### config.mk
export PLATFORM = sky130hd
export DESIGN_NAME = anim_end_frame
export DESIGN_NICKNAME = d
export VERILOG_FILES = /design/src/rtl/anim_end_frame.sv
export SDC_FILE = /design/constraint.sdc
export NUM_CORES = 1
export LEC_CHECK = 0
export ABC_AREA = 1
export CORE_MARGIN = 10
export CORE_UTILIZATION = 50
export CTS_BUF_LIST = sky130_fd_sc_hd__clkbuf_16
export CTS_CLUSTER_DIAMETER = 80
export DETAILED_ROUTE_END_ITERATION = 10
export GPL_ROUTABILITY_DRIVEN = 0
export HOLD_SLACK_MARGIN = 0.05
export PLACE_DENSITY = 0.7
export SYNTH_ARGS = -nofsm -noshare
export SYNTH_HDL_FRONTEND = slang
export SYNTH_SLANG_ARGS = --single-unit
export TNS_END_PERCENT = 30
### constraint.sdc
create_clock -name i_clk -period 8.1 [get_ports i_clk]
set_clock_uncertainty 0.2 [all_clocks]
set_input_delay 2.43 -clock i_clk [delete_from_list [all_inputs] [get_ports i_clk]]
set_output_delay 2.43 -clock i_clk [all_outputs]
set_load 0.02 [all_outputs]
### src/rtl/anim_end_frame.sv
// anim_end_frame: winner end screen that fades in an upscaled indexed image over a blinking winner-coloured background.
module anim_end_frame #(
    parameter int          H_RES        = 320,
    parameter int          V_RES        = 240,
    parameter int          SCALE_SHIFT  = 1,
    parameter int          PIXEL_BITS   = 3,
    parameter int          FADE_BITS    = 4,
    parameter int          BLINK_FRAMES = 30,
    parameter logic [23:0] P1_COLOR     = 24'h8b0403,
    parameter logic [23:0] P2_COLOR     = 24'h04038b
) (
    input  logic        i_clk,
    input  logic        i_rst,
    input  logic        i_start,
    input  logic        i_frame_tick,
    input  logic        i_is_p1_win,
    input  logic [9:0]  i_x,
    input  logic [8:0]  i_y,
    output logic [23:0] o_rgb,
    output logic        o_busy,
    output logic        o_done
);
    localparam int AW = $clog2(H_RES * V_RES);
    localparam int BW = $clog2(BLINK_FRAMES + 1);
    localparam logic [FADE_BITS:0] FULL = {1'b1, {FADE_BITS{1'b0}}};

    typedef enum logic [1:0] {IDLE, FADE, SHOW} state_t;

    // Built-in image: index pattern derived from the source address; palette entry 0 is transparent.
    function automatic logic [PIXEL_BITS-1:0] rom_rd(input logic [AW-1:0] a);
        return PIXEL_BITS'(a ^ (a >> 5));
    endfunction

    function automatic logic [23:0] pal_rd(input logic [PIXEL_BITS-1:0] i);
        logic [7:0] k;
        k = 8'(i);
        return {k * 8'd37, k * 8'd91, k * 8'd53};
    endfunction

    function automatic logic [7:0] dim(input logic [7:0] c, input logic [FADE_BITS:0] l);
        logic [FADE_BITS+8:0] p;
        p = {{(FADE_BITS+1){1'b0}}, c} * {8'd0, l};
        return 8'(p >> FADE_BITS);
    endfunction

    state_t                 state_q, state_d;
    logic [FADE_BITS:0]     level_q, level_d;
    logic [BW-1:0]          blink_q, blink_d;
    logic                   phase_q, phase_d;
    logic                   p1_q, p1_d;
    logic [PIXEL_BITS-1:0]  idx1_q;
    logic                   rng1_q;
    logic [23:0]            col2_q;
    logic                   trans2_q;
    logic [23:0]            rgb_q;
    logic                   busy_q, done_q;

    logic [9:0]    sx;
    logic [8:0]    sy;
    logic          in_range;
    logic [AW-1:0] addr;
    logic [23:0]   base, bg, col3;

    assign sx       = i_x >> SCALE_SHIFT;
    assign sy       = i_y >> SCALE_SHIFT;
    assign in_range = ({22'd0, sx} < H_RES) && ({23'd0, sy} < V_RES);
    assign addr     = in_range ? AW'(sy) * AW'(H_RES) + AW'(sx) : '0;
    assign base     = p1_q ? P1_COLOR : P2_COLOR;
    assign bg       = phase_q ? {base[23:16] >> 1, base[15:8] >> 1, base[7:0] >> 1} : base;
    // Background is substituted in the last stage so winner/phase changes show up one cycle after they update.
    assign col3     = trans2_q ? bg : col2_q;
    assign o_rgb    = rgb_q;
    assign o_busy   = busy_q;
    assign o_done   = done_q;

    always_comb begin
        state_d = state_q;
        level_d = level_q;
        blink_d = blink_q;
        phase_d = phase_q;
        p1_d    = p1_q;
        if (i_start) begin
            state_d = FADE;
            level_d = '0;
            blink_d = '0;
            phase_d = 1'b0;
            p1_d    = i_is_p1_win;
        end else if (i_frame_tick && state_q == FADE) begin
            level_d = level_q + 1'b1;
            state_d = (level_d == FULL) ? SHOW : FADE;
        end else if (i_frame_tick && state_q == SHOW) begin
            blink_d = (blink_q == BW'(BLINK_FRAMES - 1)) ? '0 : blink_q + 1'b1;
            phase_d = phase_q ^ (blink_q == BW'(BLINK_FRAMES - 1));
        end
    end

    always_ff @(posedge i_clk) begin
        if (i_rst) begin
            state_q  <= IDLE;
            level_q  <= '0;
            blink_q  <= '0;
            phase_q  <= 1'b0;
            p1_q     <= 1'b1;
            idx1_q   <= '0;
            rng1_q   <= 1'b0;
            col2_q   <= '0;
            trans2_q <= 1'b0;
            rgb_q    <= '0;
            busy_q   <= 1'b0;
            done_q   <= 1'b0;
        end else begin
            state_q  <= state_d;
            level_q  <= level_d;
            blink_q  <= blink_d;
            phase_q  <= phase_d;
            p1_q     <= p1_d;
            idx1_q   <= in_range ? rom_rd(addr) : '0;
            rng1_q   <= in_range;
            col2_q   <= rng1_q ? pal_rd(idx1_q) : '0;
            trans2_q <= rng1_q && (idx1_q == '0);
            rgb_q    <= {dim(col3[23:16], level_q), dim(col3[15:8], level_q), dim(col3[7:0], level_q)};
            busy_q   <= state_d == FADE;
            done_q   <= state_d == SHOW;
        end
    end
endmodule

# After elaboration in Yosys (flattened, before gate mapping)
# Cells that the tools add are included.
[op_classes] add_sub_neg=3 n_lt_le_gt_ge=2 bitwise_logic=5 n_reduce_logical=9 mul=7 n_eq_ne=6 n_mux=8
[op_table] operator="$mux W24" count=3
[op_table] operator="$mul A8 B5 Y12" count=3
[op_table] operator="$mul A3 B6 Y8 const B" count=2
[op_table] operator="$add A5 B1 Y5 const B" count=2
[op_table] operator="$eq A5 B5 Y1 const B" count=2
[op_table] operator="$lt A9 B9 Y1 const B" count=1
[op_table] operator="$add A8 B8 Y8" count=1
[op_table] operator="$lt A8 B8 Y1 const B" count=1
[op_table] operator="$mul A3 B7 Y8 const B" count=1
[op_table] operator="$mul A8 B3 Y2 const B" count=1
[op_table] operator="$mux W8" count=1
[op_table] operator="$mux W2" count=3
[op_table] operator="$reduce_or A2 Y1" count=3
[op_table] operator="$mux W5" count=1
[op_table] operator="$eq A2 B1 Y1 const B" count=2
[op_table] operator="$eq A2 B2 Y1 const B" count=2
[op_table] operator="$logic_and A1 B1 Y1" count=4
[op_table] operator="$logic_not A3 Y1" count=1
[op_table] operator="$not A1 Y1" count=3
[op_table] operator="$xor A3 B3 Y3" count=1
[op_table] operator="$reduce_and A2 Y1" count=1
[op_table] operator="$xor A1 B1 Y1" count=1
[totals] register_bits=69 word_cells=52 input_bits=24

# Logic depth before layout (Yosys ltp)
[depth] depth_word=6 ltp_mapped=21 mapped_depth_nobuf=21

# Least setup slack after synthesis
# OpenSTA, ideal clock, no wires.
[synth_timing] path_type="register -> register" from="register phase_q" to="register rgb_q[15] (netlist: o_rgb[15])" path_stages_with_launch=18 path_slack_ns=3.846 arrival_ns=3.942 path_buffers=0 period_less_slack_ns=4.254 t_required_ns=7.787 path_cell_list="dfxtp_1 > inv_1 > ha_1 > nand2_1 > o21ai_0 > or2_2 > fa_1 > fa_1 > fa_1 > inv_1 > ha_1 > a21o_1 > a21boi_0 > o21ai_2 > nand2_1 > nand3_1 > nor2_1 > nor2_1"
[synth_via] elab_chain_cells=3
[synth_rtl] element="start, declared" line_no="49" rtl="logic phase_q, phase_d;"
[synth_rtl] element="start signal, assigned" line_no="115" rtl="phase_q <= phase_d;"
[synth_rtl] element="$mux W24" line_no="69" rtl="assign bg = phase_q ? {base[23:16] >> 1, base[15:8] >> 1, base[7:0] >> 1} : base;"
[synth_rtl] element="$mux W24" line_no="71" rtl="assign col3 = trans2_q ? bg : col2_q;"
[synth_rtl] element="$mul A8 B5 Y12" line_no="42" rtl="p = {{(FADE_BITS+1){1'b0}}, c} * {8'd0, l};"
[synth_rtl] element="end signal, assigned" line_no="121" rtl="rgb_q <= {dim(col3[23:16], level_q), dim(col3[15:8], level_q), dim(col3[7:0], level_q)};"
[synth_rtl] element="end, declared" line_no="55" rtl="logic [23:0] rgb_q;"
# Every way passes these cells.
# A chain may end at the register's enable or synchronous reset.

# Worst setup path after layout
[layout_timing] from="register trans2_q" to="register rgb_q[15] (netlist: o_rgb[15])"
[layout_via] elab_chain_cells=2
[layout_rtl] element="start, declared" line_no="54" rtl="logic trans2_q;"
[layout_rtl] element="start signal, assigned" line_no="120" rtl="trans2_q <= rng1_q && (idx1_q == '0);"
[layout_rtl] element="$mux W24" line_no="71"
[layout_rtl] element="$mul A8 B5 Y12" line_no="42"
# Every way passes these cells.

==> results by group <==
Run status
  – Status: finished, final reports clean

Pwr
  – Power Density: 119 mW/mm^2
  – Max VDD drop: 85.0 uV
  – Leakage power: 3.45 nW

Critical path
  – Crit-path slowest cell: dfxtp_1
  – CP max FO: 19
  – Critical Path Max Stage Delay: 0.60 ns
  – Crit path buffers/inverters: 3
  – Startpoint types: flop
  – Crit path cell chain: inv_2, or2_2, o21ai_0, nor2_1, fa_1, fa_1, inv_1, fa_1, inv_1, ha_1, a21oi_1, a21boi_0, o21ai_2, nand2_1, nand3_1, nor2_1, nor2_1
  – CP delay by family, top: adder cells
  – R2R setup slack: 3.34 ns
  – Crit path DAT: 4.79 ns
  – Setup CP Type: reg -> reg
  – CP Data Required Time: 8.14 ns
  – Worst Setup End Kind: flop

Synth
  – Sequential area share after synthesis: 0.214
  – Yosys top cell area share: 0.214
  – Post-synth EDFFs: 0
  – Synth top area cells: dfxtp_1 21%, fa_1 16%, ha_1 16%
  – Cells after synthesis: 796
  – Post-Syn Area: 0.00600 sq mm
  – Syn_nets: 944
  – Synth cell types: 40
  – Yosys reg bits: 64
  – Cell taking the most area after synthesis: dfxtp_1
  – Async S/R FF share, synth: 0
  – Top FF cell, synth: dfxtp_1
  – Mapped Avg Cell Area: 7.54 sq um
  – Syn. warnings: 0

Clocking
  – CTS max path bufs: 2
  – CTS Root Cell: clkbuf_16
  – Hold_buf cts: 0
  – Cts bufs inserted: 9
  – Worst-path clk slew: 0.06 ns
  – Post-CTS sizing: 0
  – Worst skew pair latency: 0.34 ns
  – CTS tree: yes
  – Clock sinks: 64
  – Post-CTS Setup Bufs: 0
  – CTS H-tree depth: 3

GRT
  – Largest net degree at the start of global routing: 23
  – Total GRT Usage: 0.160
  – Vias in the first global route: 4,962
  – Total global routing overflow: 0
  – First-pass GRT wire length: 22,200 um
  – Initial antenna violation count: 0

Route
  – M1 WL: 5670 um
  – Drt pass-1 iters: 5
  – Antenna Nets Post-Route: 0
  – Via density: 5.13
  – Final wirelength: 12,700 um
  – Routed vias: 5,035
  – Highest routed layer: met4
  – Average wire per standard cell: 13.0 um
  – Drt initial violations: 255
  – Met3 Wirelength: 764 um
  – Met2 WL post-DR: 6070 um
  – Post-route DRC: 0

Timing
  – Setup TNS: 0 ns
  – Setup Viol. Count Final: 0
  – Final slew viol count: 0
  – Fmax: 0.210 GHz
  – Headroom to the max-slew limit: 0.435
  – RSZ-0062 raised after global routing: false
  – Fin crit period: 4.76 ns
  – Final period util: 0.587
  – Final hold violation count: 0
  – Measured slew at the worst slew-check pin: 0.846 ns

Final layout
  – # diodes: 0
  – Final Instance Area: 0.00683 sq mm
  – Layout cells sized above 1: 0.0644
  – Post-route insts no fill: 981
  – # fillers: 1,054
  – Core Util, Final: 0.591
  – Area Overhead vs Synth: 13.9%
  – Nets: 982

Die
  – Initial Utilization: 0.519
  – Die X: 130 um
  – IO Pins: 50
  – Core area: 0.0116 sq mm
  – Rows: 39
  – Die area: 0.0168 sq mm
  – Die Ht: 130 um

Placed design
  – # port buffers: 43
  – Post-placement cell count: 966
  – Area post-placement: 0.00655 sq mm
  – DPL Wire Length: 9950 um

Hold path
  – Tightest Hold Check Type: reg -> reg

Job
  – Max-cap violation count: 0
==> power by group <==
group / total [mW] / internal (mW) / leakage (nW) / switching (mW)
Clock: 0.384 / 0.235 / 0.133 / 0.150
Sequential: 0.333 / 0.323 / 0.519 / 0.00950
Combinational: 0.0971 / 0.0365 / 2.79 / 0.0606
Total: 0.814 / 0.594 / 3.45 / 0.220
==> state kept, by name (all words and copies together) (netlist names), 2 cells and up <==
register  flops
level_q       5
idx1_q        3
blink_q       5
state_q       2
col2_q       19
o_rgb        24
==> cell families after synthesis <==
logic type | Yosys count | synth area share
AND/OR/NAND/NOR | 291 | 0.211
buffers and inverters | 182 | 0.115
adder cells (fa/ha/maj) | 124 | 0.320
AO/OA/AOI/OAI | 113 | 0.108
flip-flops | 64 | 0.214
XOR/XNOR | 22 | 0.0321
==> layout by cell type (no fill, tap or decap), types with 3 or more instances in the layout <==
master           count
a21o_1               3
a21oi_1             54
a31oi_1              4
clkbuf_16            9
clkdlybuf4s50_1     43
dfxtp_1             64
fa_1                49
ha_1                75
inv_1              162
nand2_1            116
nand2_2             10
nand2_4              3
nand3_1             26
nand4_1              6
nor2_1             103
nor2_2               5
nor3_1               8
o21a_1               5
o21ai_0             29
o21ai_2              6
o21bai_1             3
or2_2                6
xnor2_1             13
xor2_1               9
==> metal layers <==
layer  track usage  vias to the layer above
li1              -                     2550
met1         0.196                     2339
met2         0.274                      126
met3        0.0347                       20
met4        0.0556                        0
met5             0                        -
==> layout make-up <==
| class | count | area, sq um | share of cell area |
|---|---|---|---|
| inverter | 164 | 616 | 0.0901 |
| clock buffer | 9 | 225 | 0.0330 |
| sequential | 64 | 1280 | 0.188 |
| tap | 143 | 179 | 0.0262 |
| clock inverter | 6 | 61.3 | 0.00897 |
| timing repair buffer | 45 | 445 | 0.0652 |
| multi-input combinational | 550 | 4030 | 0.589 |
==> worst paths after layout <==
kind / startpoint / end / depth (start not counted)
max reg2reg: trans2_q / o_rgb[15] / 17
min: blink_q[1] / blink_q[1] / 2
max: trans2_q / o_rgb[15] / 17
min reg2reg: blink_q[1] / blink_q[1] / 2
==> worst min-delay path: stages, from the launching register on <==
cell and delay, ns:
dfxtp_1 0.33, nor2_1 0.11, a211oi_1 0.05
==> cell usage after synthesis, drive strengths merged, types with 2 or more instances <==
library cell,count
nand3,27
a21oi,54
inv,164
or2,7
nor3,10
clkbuf,12
a31oi,4
o21a,5
o21bai,4
fa,49
ha,75
dfxtp,64
xor2,9
buf,6
a211oi,2
a21boi,3
nand4,6
o21ai,36
nor2,110
nand2,129
a21o,3
xnor2,13
==> through the flow <==
step | hold slack [ns] | setup slack [ns] | power (mW)
2_1_floorplan | 0.271 | 3.85 | 0.404
3_3_place_gp | 0.310 | 3.37 | 0.433
3_5_place_dp | 0.330 | 3.32 | 0.436
4_1_cts | 0.336 | 3.31 | 0.820
5_1_grt | 0.393 | 2.98 | 0.850
6_report | 0.335 | 3.34 | 0.814
No activity file was read; power rests on OpenSTA's default activity.
